**src/rtl/soc_top.sv**
```systemverilog
`default_nettype none
// ============================================================================
//  Module      : soc_top
//  Description : UART-controlled GPIO SoC. An 8N1 receiver feeds a byte
//                command parser that writes the 32-bit GPIO output and
//                output-enable registers and reads back the GPIO inputs.
//                A banner byte is transmitted once after every reset.
//  Revision    : 1.0 - initial release
// ============================================================================
module soc_top #(
   parameter int         CLKS_PER_BIT = 16,
   parameter logic [7:0] BANNER       = 8'h5A
) (
   input  logic        clk_i,
   input  logic        rst_ni,
   input  logic        uart_rx_i,
   output logic        uart_tx_o,
   output logic        uart_tx_en_o,
   input  logic [31:0] gpio_i,
   output logic [31:0] gpio_o,
   output logic [31:0] gpio_en_o
);

   localparam int            CW          = (CLKS_PER_BIT > 1) ? $clog2(CLKS_PER_BIT) : 1;
   localparam logic [CW-1:0] C_BIT_LAST  = CW'(CLKS_PER_BIT - 1);
   localparam logic [CW-1:0] C_HALF_LAST = CW'(CLKS_PER_BIT / 2 - 1);

   // Receiver states
   localparam logic [1:0] RX_IDLE  = 2'd0;
   localparam logic [1:0] RX_START = 2'd1;
   localparam logic [1:0] RX_DATA  = 2'd2;
   localparam logic [1:0] RX_STOP  = 2'd3;

   // Command parser states
   localparam logic [1:0] ST_BANNER  = 2'd0;
   localparam logic [1:0] ST_IDLE    = 2'd1;
   localparam logic [1:0] ST_PAYLOAD = 2'd2;
   localparam logic [1:0] ST_REPLY   = 2'd3;

   // Synchronizers
   logic        rx_meta_q, rx_sync_q;
   logic [31:0] gpio_meta_q, gpio_sync_q;

   // Receiver
   logic [1:0]    rx_state_q, rx_state_d;
   logic [CW-1:0] rx_cnt_q, rx_cnt_d;
   logic [2:0]    rx_bit_q, rx_bit_d;
   logic [7:0]    rx_shift_q, rx_shift_d;
   logic          rx_armed_q, rx_armed_d;
   logic          rx_valid_q, rx_valid_d;
   logic          rx_ferr_q, rx_ferr_d;

   // Transmitter
   logic          tx_busy_q, tx_busy_d;
   logic          tx_line_q, tx_line_d;
   logic [8:0]    tx_shift_q, tx_shift_d;
   logic [CW-1:0] tx_cnt_q, tx_cnt_d;
   logic [3:0]    tx_bit_q, tx_bit_d;
   logic          tx_en_q;
   logic          tx_req;
   logic [7:0]    tx_byte;
   logic          tx_ready;

   // Parser and register file
   logic [1:0]  st_q, st_d;
   logic [31:0] reply_q, reply_d;
   logic [2:0]  reply_cnt_q, reply_cnt_d;
   logic [31:0] pay_q, pay_d;
   logic [1:0]  pay_cnt_q, pay_cnt_d;
   logic        load_pend_q, load_pend_d;
   logic        tgt_en_q, tgt_en_d;
   logic [31:0] gpio_out_q, gpio_out_d;
   logic [31:0] gpio_oe_q, gpio_oe_d;

   assign tx_ready = ~tx_busy_q;

   // RX bit engine: arm on idle-high line, re-check start at half bit, sample at bit centres
   always_comb begin
      rx_state_d = rx_state_q;
      rx_cnt_d   = rx_cnt_q;
      rx_bit_d   = rx_bit_q;
      rx_shift_d = rx_shift_q;
      rx_armed_d = rx_armed_q;
      rx_valid_d = 1'b0;
      rx_ferr_d  = 1'b0;
      case (rx_state_q)
         RX_IDLE: begin
            rx_cnt_d = '0;
            rx_bit_d = '0;
            if (rx_sync_q) begin
               rx_armed_d = 1'b1;
            end else if (rx_armed_q) begin
               rx_state_d = RX_START;
            end
         end
         RX_START: begin
            if (rx_cnt_q == C_HALF_LAST) begin
               rx_cnt_d   = '0;
               // A high line at mid start bit is a glitch, not a frame
               rx_state_d = rx_sync_q ? RX_IDLE : RX_DATA;
            end else begin
               rx_cnt_d = rx_cnt_q + 1'b1;
            end
         end
         RX_DATA: begin
            if (rx_cnt_q == C_BIT_LAST) begin
               rx_cnt_d   = '0;
               rx_shift_d = {rx_sync_q, rx_shift_q[7:1]};
               if (rx_bit_q == 3'd7) begin
                  rx_state_d = RX_STOP;
               end else begin
                  rx_bit_d = rx_bit_q + 3'd1;
               end
            end else begin
               rx_cnt_d = rx_cnt_q + 1'b1;
            end
         end
         RX_STOP: begin
            if (rx_cnt_q == C_BIT_LAST) begin
               rx_cnt_d   = '0;
               rx_state_d = RX_IDLE;
               if (rx_sync_q) begin
                  rx_valid_d = 1'b1;
               end else begin
                  // Disarm so a held-low line yields only one error
                  rx_ferr_d  = 1'b1;
                  rx_armed_d = 1'b0;
               end
            end else begin
               rx_cnt_d = rx_cnt_q + 1'b1;
            end
         end
         default: rx_state_d = RX_IDLE;
      endcase
   end

   // TX bit engine: start bit on the cycle after accept, then 8 data bits and stop
   always_comb begin
      tx_busy_d  = tx_busy_q;
      tx_line_d  = tx_line_q;
      tx_shift_d = tx_shift_q;
      tx_cnt_d   = tx_cnt_q;
      tx_bit_d   = tx_bit_q;
      if (!tx_busy_q) begin
         if (tx_req) begin
            tx_busy_d  = 1'b1;
            tx_line_d  = 1'b0;
            tx_shift_d = {1'b1, tx_byte};
            tx_cnt_d   = '0;
            tx_bit_d   = '0;
         end
      end else if (tx_cnt_q == C_BIT_LAST) begin
         tx_cnt_d = '0;
         if (tx_bit_q == 4'd9) begin
            tx_busy_d = 1'b0;
            tx_line_d = 1'b1;
         end else begin
            tx_line_d  = tx_shift_q[0];
            tx_shift_d = {1'b1, tx_shift_q[8:1]};
            tx_bit_d   = tx_bit_q + 4'd1;
         end
      end else begin
         tx_cnt_d = tx_cnt_q + 1'b1;
      end
   end

   // Command parser: decode opcodes, gather payload, stream replies to TX
   always_comb begin
      st_d        = st_q;
      reply_d     = reply_q;
      reply_cnt_d = reply_cnt_q;
      pay_d       = pay_q;
      pay_cnt_d   = pay_cnt_q;
      load_pend_d = load_pend_q;
      tgt_en_d    = tgt_en_q;
      gpio_out_d  = gpio_out_q;
      gpio_oe_d   = gpio_oe_q;
      tx_req      = 1'b0;
      tx_byte     = reply_q[31:24];
      case (st_q)
         ST_BANNER: begin
            tx_req  = 1'b1;
            tx_byte = BANNER;
            if (tx_ready) begin
               st_d = ST_IDLE;
            end
         end
         ST_IDLE: begin
            if (rx_valid_q) begin
               case (rx_shift_q)
                  8'h57: begin
                     st_d      = ST_PAYLOAD;
                     tgt_en_d  = 1'b0;
                     pay_cnt_d = 2'd0;
                  end
                  8'h45: begin
                     st_d      = ST_PAYLOAD;
                     tgt_en_d  = 1'b1;
                     pay_cnt_d = 2'd0;
                  end
                  8'h52: begin
                     st_d        = ST_REPLY;
                     reply_d     = gpio_sync_q;
                     reply_cnt_d = 3'd4;
                  end
                  default: begin
                     st_d        = ST_REPLY;
                     reply_d     = {8'h3F, 24'h0};
                     reply_cnt_d = 3'd1;
                  end
               endcase
            end
         end
         ST_PAYLOAD: begin
            if (load_pend_q) begin
               // Whole word lands in one cycle so the pins never see a partial value
               load_pend_d = 1'b0;
               if (tgt_en_q) begin
                  gpio_oe_d = pay_q;
               end else begin
                  gpio_out_d = pay_q;
               end
               st_d        = ST_REPLY;
               reply_d     = {8'h4B, 24'h0};
               reply_cnt_d = 3'd1;
            end else if (rx_ferr_q) begin
               st_d      = ST_IDLE;
               pay_cnt_d = 2'd0;
            end else if (rx_valid_q) begin
               pay_d     = {pay_q[23:0], rx_shift_q};
               pay_cnt_d = pay_cnt_q + 2'd1;
               if (pay_cnt_q == 2'd3) begin
                  load_pend_d = 1'b1;
               end
            end
         end
         ST_REPLY: begin
            tx_req = 1'b1;
            if (tx_ready) begin
               reply_d     = {reply_q[23:0], 8'h00};
               reply_cnt_d = reply_cnt_q - 3'd1;
               if (reply_cnt_q == 3'd1) begin
                  st_d = ST_IDLE;
               end
            end
         end
         default: st_d = ST_IDLE;
      endcase
   end

   // All state, asynchronously reset
   always_ff @(posedge clk_i or negedge rst_ni) begin
      if (!rst_ni) begin
         rx_meta_q   <= 1'b1;
         rx_sync_q   <= 1'b1;
         gpio_meta_q <= '0;
         gpio_sync_q <= '0;
         rx_state_q  <= RX_IDLE;
         rx_cnt_q    <= '0;
         rx_bit_q    <= '0;
         rx_shift_q  <= '0;
         rx_armed_q  <= 1'b0;
         rx_valid_q  <= 1'b0;
         rx_ferr_q   <= 1'b0;
         tx_busy_q   <= 1'b0;
         tx_line_q   <= 1'b1;
         tx_shift_q  <= '1;
         tx_cnt_q    <= '0;
         tx_bit_q    <= '0;
         tx_en_q     <= 1'b0;
         st_q        <= ST_BANNER;
         reply_q     <= '0;
         reply_cnt_q <= '0;
         pay_q       <= '0;
         pay_cnt_q   <= '0;
         load_pend_q <= 1'b0;
         tgt_en_q    <= 1'b0;
         gpio_out_q  <= '0;
         gpio_oe_q   <= '0;
      end else begin
         rx_meta_q   <= uart_rx_i;
         rx_sync_q   <= rx_meta_q;
         gpio_meta_q <= gpio_i;
         gpio_sync_q <= gpio_meta_q;
         rx_state_q  <= rx_state_d;
         rx_cnt_q    <= rx_cnt_d;
         rx_bit_q    <= rx_bit_d;
         rx_shift_q  <= rx_shift_d;
         rx_armed_q  <= rx_armed_d;
         rx_valid_q  <= rx_valid_d;
         rx_ferr_q   <= rx_ferr_d;
         tx_busy_q   <= tx_busy_d;
         tx_line_q   <= tx_line_d;
         tx_shift_q  <= tx_shift_d;
         tx_cnt_q    <= tx_cnt_d;
         tx_bit_q    <= tx_bit_d;
         tx_en_q     <= 1'b1;
         st_q        <= st_d;
         reply_q     <= reply_d;
         reply_cnt_q <= reply_cnt_d;
         pay_q       <= pay_d;
         pay_cnt_q   <= pay_cnt_d;
         load_pend_q <= load_pend_d;
         tgt_en_q    <= tgt_en_d;
         gpio_out_q  <= gpio_out_d;
         gpio_oe_q   <= gpio_oe_d;
      end
   end

   assign uart_tx_o    = tx_line_q;
   assign uart_tx_en_o = tx_en_q;
   assign gpio_o       = gpio_out_q;
   assign gpio_en_o    = gpio_oe_q;

endmodule
`default_nettype wire

```
**config.mk**
```make
export PLATFORM = sky130hd
export DESIGN_NAME = soc_top
export DESIGN_NICKNAME = d
export VERILOG_FILES = /design/src/rtl/soc_top.sv
export SDC_FILE = /design/constraint.sdc
export NUM_CORES = 1
export LEC_CHECK = 0
export ABC_AREA = 1
export CAP_MARGIN = 5
export CORE_MARGIN = 10
export CORE_UTILIZATION = 40
export DETAILED_ROUTE_END_ITERATION = 12
export PLACE_DENSITY = 0.68
export SYNTH_ARGS = -nofsm -noshare
export SYNTH_HDL_FRONTEND = slang
export SYNTH_SLANG_ARGS = --single-unit
```
**constraint.sdc**
```tcl
create_clock -name clk_i -period 3.56 [get_ports clk_i]
set_input_delay 0.712 -clock clk_i [delete_from_list [all_inputs] [get_ports clk_i]]
set_output_delay 0.712 -clock clk_i [all_outputs]
set_load 0.01 [all_outputs]
```
Yosys cells after proc, flatten, opt, wreduce, memory -nomap -nowiden

Cells that the tools add are included.
W data, S select, Z words.

Register bits: 243
Bits of input ports: 35
Output and inout port bits: 66
Word-level logic and storage cells: 169

Add/sub/neg operators: 6
Eq/ne operators: 37
Mux-type cells: 73
Bitwise operators: 3
Reductions and logical operators: 24

Operator list:

| kind                  | count |
|---|---|
| $mux W32              | 3 |
| $pmux W32 S3          | 1 |
| $pmux W32 S2          | 1 |
| $mux W2               | 18 |
| $mux W9               | 4 |
| $ne A2 B2 Y1 const B  | 18 |
| $mux W4               | 8 |
| $eq A8 B7 Y1 const B  | 3 |
| $mux W1               | 23 |
| $pmux W2 S4           | 2 |
| $mux W3               | 5 |
| $reduce_and A3 Y1     | 5 |
| $reduce_and A5 Y1     | 3 |
| $add A4 B1 Y4 const B | 3 |
| $eq A4 B4 Y1 const B  | 3 |
| $pmux W3 S2           | 2 |
| $pmux W4 S3           | 1 |
| $eq A2 B2 Y1 const B  | 5 |
| $reduce_bool A2 Y1    | 5 |
| $pmux W3 S3           | 1 |
| $mux W8               | 1 |
| $reduce_and A4 Y1     | 2 |
| $ne A3 B3 Y1 const B  | 2 |
| $reduce_and A6 Y1     | 1 |
| 15 further kinds      | 23 |

Logic depth before layout (Yosys ltp)

Depth in word-level cells: 5
Depth in mapped cells: 11
Depth with buffers taken out: 10

Least setup slack after synthesis

No wires, ideal clock.

Kind: register to register
Start: reg st_q[0]
End: reg tx_bit_q[3]
Setup time: 116 ps
Data arrival time: 1,453 ps
Data required time: 3,444 ps
Slack: 1,990 ps
Stages on the path, launching flop included: 12
Path buffers: 1
Period minus slack after synthesis: 1,570 ps
Cell sequence: dfrtp_1 -> inv_1 -> ha_1 -> inv_1 -> nor2_2 -> inv_2 -> nand2_2 -> nor2_4 -> inv_4 -> buf_6 -> nand2_1 -> nand2_1

Longest elaborated chain between the ends: 5
Elaborated cells between the ends (all ways): 6
Classes of those cells: eq/ne (1); mux (1); reduce/logical (4)

RTL lines:

| item                                             | RTL line | text |
|---|---|---|
| start: declaration                               | 65       | `logic [1:0] st_q, st_d;` |
| start signal: assignment                         | 298      | `st_q <= st_d;` |
| $eq A2 B2 Y1 or $logic_not A2 Y1 (tied branches) | 180      | `case (st_q)` |
| $reduce_or A2 Y1 (no line) *                     | -        |  |
| $mux W1 *                                        | 180      |  |
| $reduce_bool A2 Y1 (no line) *                   | -        |  |
| $reduce_and A3 Y1 (no line) *                    | -        |  |
| end signal: assignment                           | 296      | `tx_bit_q <= tx_bit_d;` |
| end: declaration                                 | 58       | `logic [3:0] tx_bit_q, tx_bit_d;` |

Mark *: on every way between the ends. The rest lies on a longest branch, timed or not.
A chain may end at the register's enable or synchronous reset.

Worst setup path in the final report

Start: reg st_q[0]
End: reg pay_q[10]

Longest elaborated chain between the ends: 2

RTL lines:

| item                        | RTL line | text |
|---|---|---|
| $eq A2 B2 Y1                | 180      |  |
| $reduce_and A4 Y1 (no line) | -        |  |
| end signal: assignment      | 301      | `pay_q <= pay_d;` |
| end: declaration            | 68       | `logic [31:0] pay_q, pay_d;` |

No other way between the ends.

==> results.md <==
- Run status: finished clean
- Vias in the first global route: 6,181
- Final hold vios: 0
- Final period utilization: 69.94%
- Final Util: 50.04%
- Normalized max-slew margin: 25.10%
- Die width: 172.8 um
- Max-Cap Viols: 0
- CTS tree: built
- CTS Buf Count: 25
- Number of placed I/O pins: 101
- Via-per-instance ratio: between 4 and 5
- Crit start category: flop
- CP arrival: 2.87 ns
- Area leader, netlist: dfrtp_1
- Total GRT Usage: 11.96%
- FF-to-FF End: pay_q[10]
- CP Max Fanout: 54
- PwrDens: 493.1 nW/um2
- Ys Warns: 0
- Clk buf depth: 3
- Die footprint: 29,860 um2
- Initial Utilization: 41.01%
- Pre-CTS setup slack: approximately 1.1 ns
- Power Total: 5.620 mW
- Hold_ws: 0.1879 ns
- IO buf count: 100
- Final Instance Area: 11,400 um2
- DRT Wirelength: around 18 mm
- Hold Path Class: input port to asynchronous set/reset pin
- Core box area: 22,780 um2
- Reg2reg start: st_q[0]
- Worst clock skew: 0.006110 ns
- Non-filler instance count after layout: 1,365
- Final-report setup violation count: 0
- Vias after detailed routing: 6,340
- CTS sink count: 242
- Worst-path clk slew: 0.06 ns
- Worst Path Buf+Inv: 2
- DR pass1 iterations: 5
- Sequential fraction of the synthesis area: 64.98%
- Kind of critical path: flop to flop
- Mapped Nets: 989
- Hold Buf Count CTS: 0
- PnR worst setup slack: 1.070 ns
- Worst path required time: ~4 ns
- Synthesized cell area: around 9300 um2
- Htree depth: 1
- Largest delay share family, worst path: simple AND/OR/NAND/NOR gates
- GRT overflow: 0
- Count of cell types in the netlist: 36
- Clock Latency Late Sink: 0.50 ns
- DR iter-0 viols: 533
- Share of post-route cells with drive strength above 1: slightly below 9%
- Post-Route Setup TNS: 0 ns
- Unrepaired setup endpoints after global routing: no
- Chip height: around 170 um
- R2R cell count: 6
- Setup Fix Bufs, Post-CTS: 0
- Inst Count DP: 1,320
- Cell count after synthesis: 941
- WP depth: 6
- Setup crit end: pay_q[10]
- Worst Max-Slew Pin Slew: 1.124 ns
- Final critical-path required period: 2.490 ns
- Endpoint class of the critical path: flop
- Post-route ant nets: 0
- CP max-delay cell: nand3_2
- Site Rows: between 50 and 60
- Post-CTS Resized: 0
- Largest net degree at the start of global routing: 94
- DRC: 0
- First-pass GRT wire length: 31.04 mm
- Avg Cell Area, Syn: 9.926 um2
- Number of synthesized register bits: 242
- Placer congestion estimate: 0.7971
- Crit path from: st_q[0]
- Root Buffer: clkbuf_16
- Top cell type's share of synthesized area: approximately three fifths
- Leak Pwr: 5.266 nW
- Placed inst area: 10,590 um2
- CP cell instances: inv_1 > ha_1 > nand3_2 > buf_4 > nand2_1 > o21ai_0
- Max stage delay on crit path: 0.79 ns
- Initial antenna violation count: 0
- Antenna diodes: 0
- Fin nets: 1,082
- Synth top area cells: dfrtp_1 (62%), nand2_1 (12%), o21ai_0 (5.6%)
- Area Overhead vs Synth: 22.02%
- Reg2reg setup slack: 1.07 ns
- Max Freq: about 400 MHz
- Worst vdd ir: 0.3282 mV
- Max-slew violations: 0
- Avg WL per Cell: 13.20 um
- Post-DP HPWL: 12.03 mm
[flip-flops by register name (all words and copies together), names as in the netlist, 8 cells and up, named ones only]
name         cells
gpio_en_o       32
gpio_meta_q     32
gpio_o          32
gpio_sync_q     32
pay_q           32
reply_q         32
rx_shift_q       8
tx_shift_q       8
[report_power, final]
part / switching (mW) / internal [mW] / leakage, nW
clock: 1.02 / 1.52 / 0.407
combinational: 0.140 / 0.0801 / 1.69
sequential: 0.0440 / 2.82 / 3.16
[cell usage in the layout, fill, tap and decap left out, drive strengths merged, types with 11 or more instances in the layout]
cell	Yosys	final
dfrtp	231	231
nand2	309	309
o21ai	139	139
inv	82	84
nand4	27	27
nor2	27	27
ha	13	13
nand3	23	23
clkdlybuf4s50	0	99
dfstp	11	11
clkbuf	11	34
[metal layers]
metal | track usage (%) | part of all wire (%) | up-vias
met2 | 18.45 | 45 | 136
li1 | - | - | 3197
met1 | 16.88 | 49 | 2982
met3 | 2.091 | 3.9 | 25
met5 | 0 | 0 | -
met4 | 3.593 | 2.1 | 0
[logic make-up after synthesis]
group	Yosys count	share of synthesized area (%)
xor+xnor	3	0.2814
fa+ha+maj	13	1.742
simple gates	396	17.66
flops	242	64.98
buf+inv	125	6.028
mux	1	0.1072
other cells	1	0.04015
compound gates	160	9.163
[worst reg2reg max path: stages, from the launching register on]
cell and delay, ns:
dfrtp_1 0.40, inv_1 0.09, ha_1 0.47, nand3_2 0.80
buf_4 0.47, nand2_1 0.06, o21ai_0 0.07
[cells in the mapped netlist, drive strengths merged]
| cell type | count |
|---|---|
| nand2 | 309 |
| dfrtp | 231 |
| o21ai | 139 |
| inv | 82 |
| buf | 32 |
| nand4 | 27 |
| nor2 | 27 |
| nand3 | 23 |
| ha | 13 |
| clkbuf | 11 |
| dfstp | 11 |
| a21oi | 10 |
| nor3 | 6 |
| o22ai | 6 |
| a22oi | 3 |
| nand3b | 2 |
| or2 | 2 |
| xor2 | 2 |
| a31o | 1 |
| conb | 1 |
| mux2i | 1 |
| o211ai | 1 |
| xnor2 | 1 |
[how the worst min path moves through the flow]
stage	from	end	slack (ns)	cells after the start
6_report	rst_ni	gpio_o[13]	0.19	1
3_5_place_dp	gpio_meta_q[15]	gpio_sync_q[15]	0.33	0
4_1_cts	rst_ni	gpio_o[13]	0.24	1
2_1_floorplan	gpio_meta_q[0]	gpio_sync_q[0]	0.33	0
3_3_place_gp	gpio_meta_q[29]	gpio_sync_q[29]	0.33	0
5_1_grt	rst_ni	gpio_o[13]	0.25	1
[cell type report]
class,count,area [um2]
clock buffer,34,699.4
clock inverter,11,112.6
fill,2061,11380
inverter,82,310.3
multi-input combinational,574,2715
sequential,242,6070
tap,313,391.6
timing repair buffer,109,1099
Note: power is estimated with default switching activity, not from simulation.
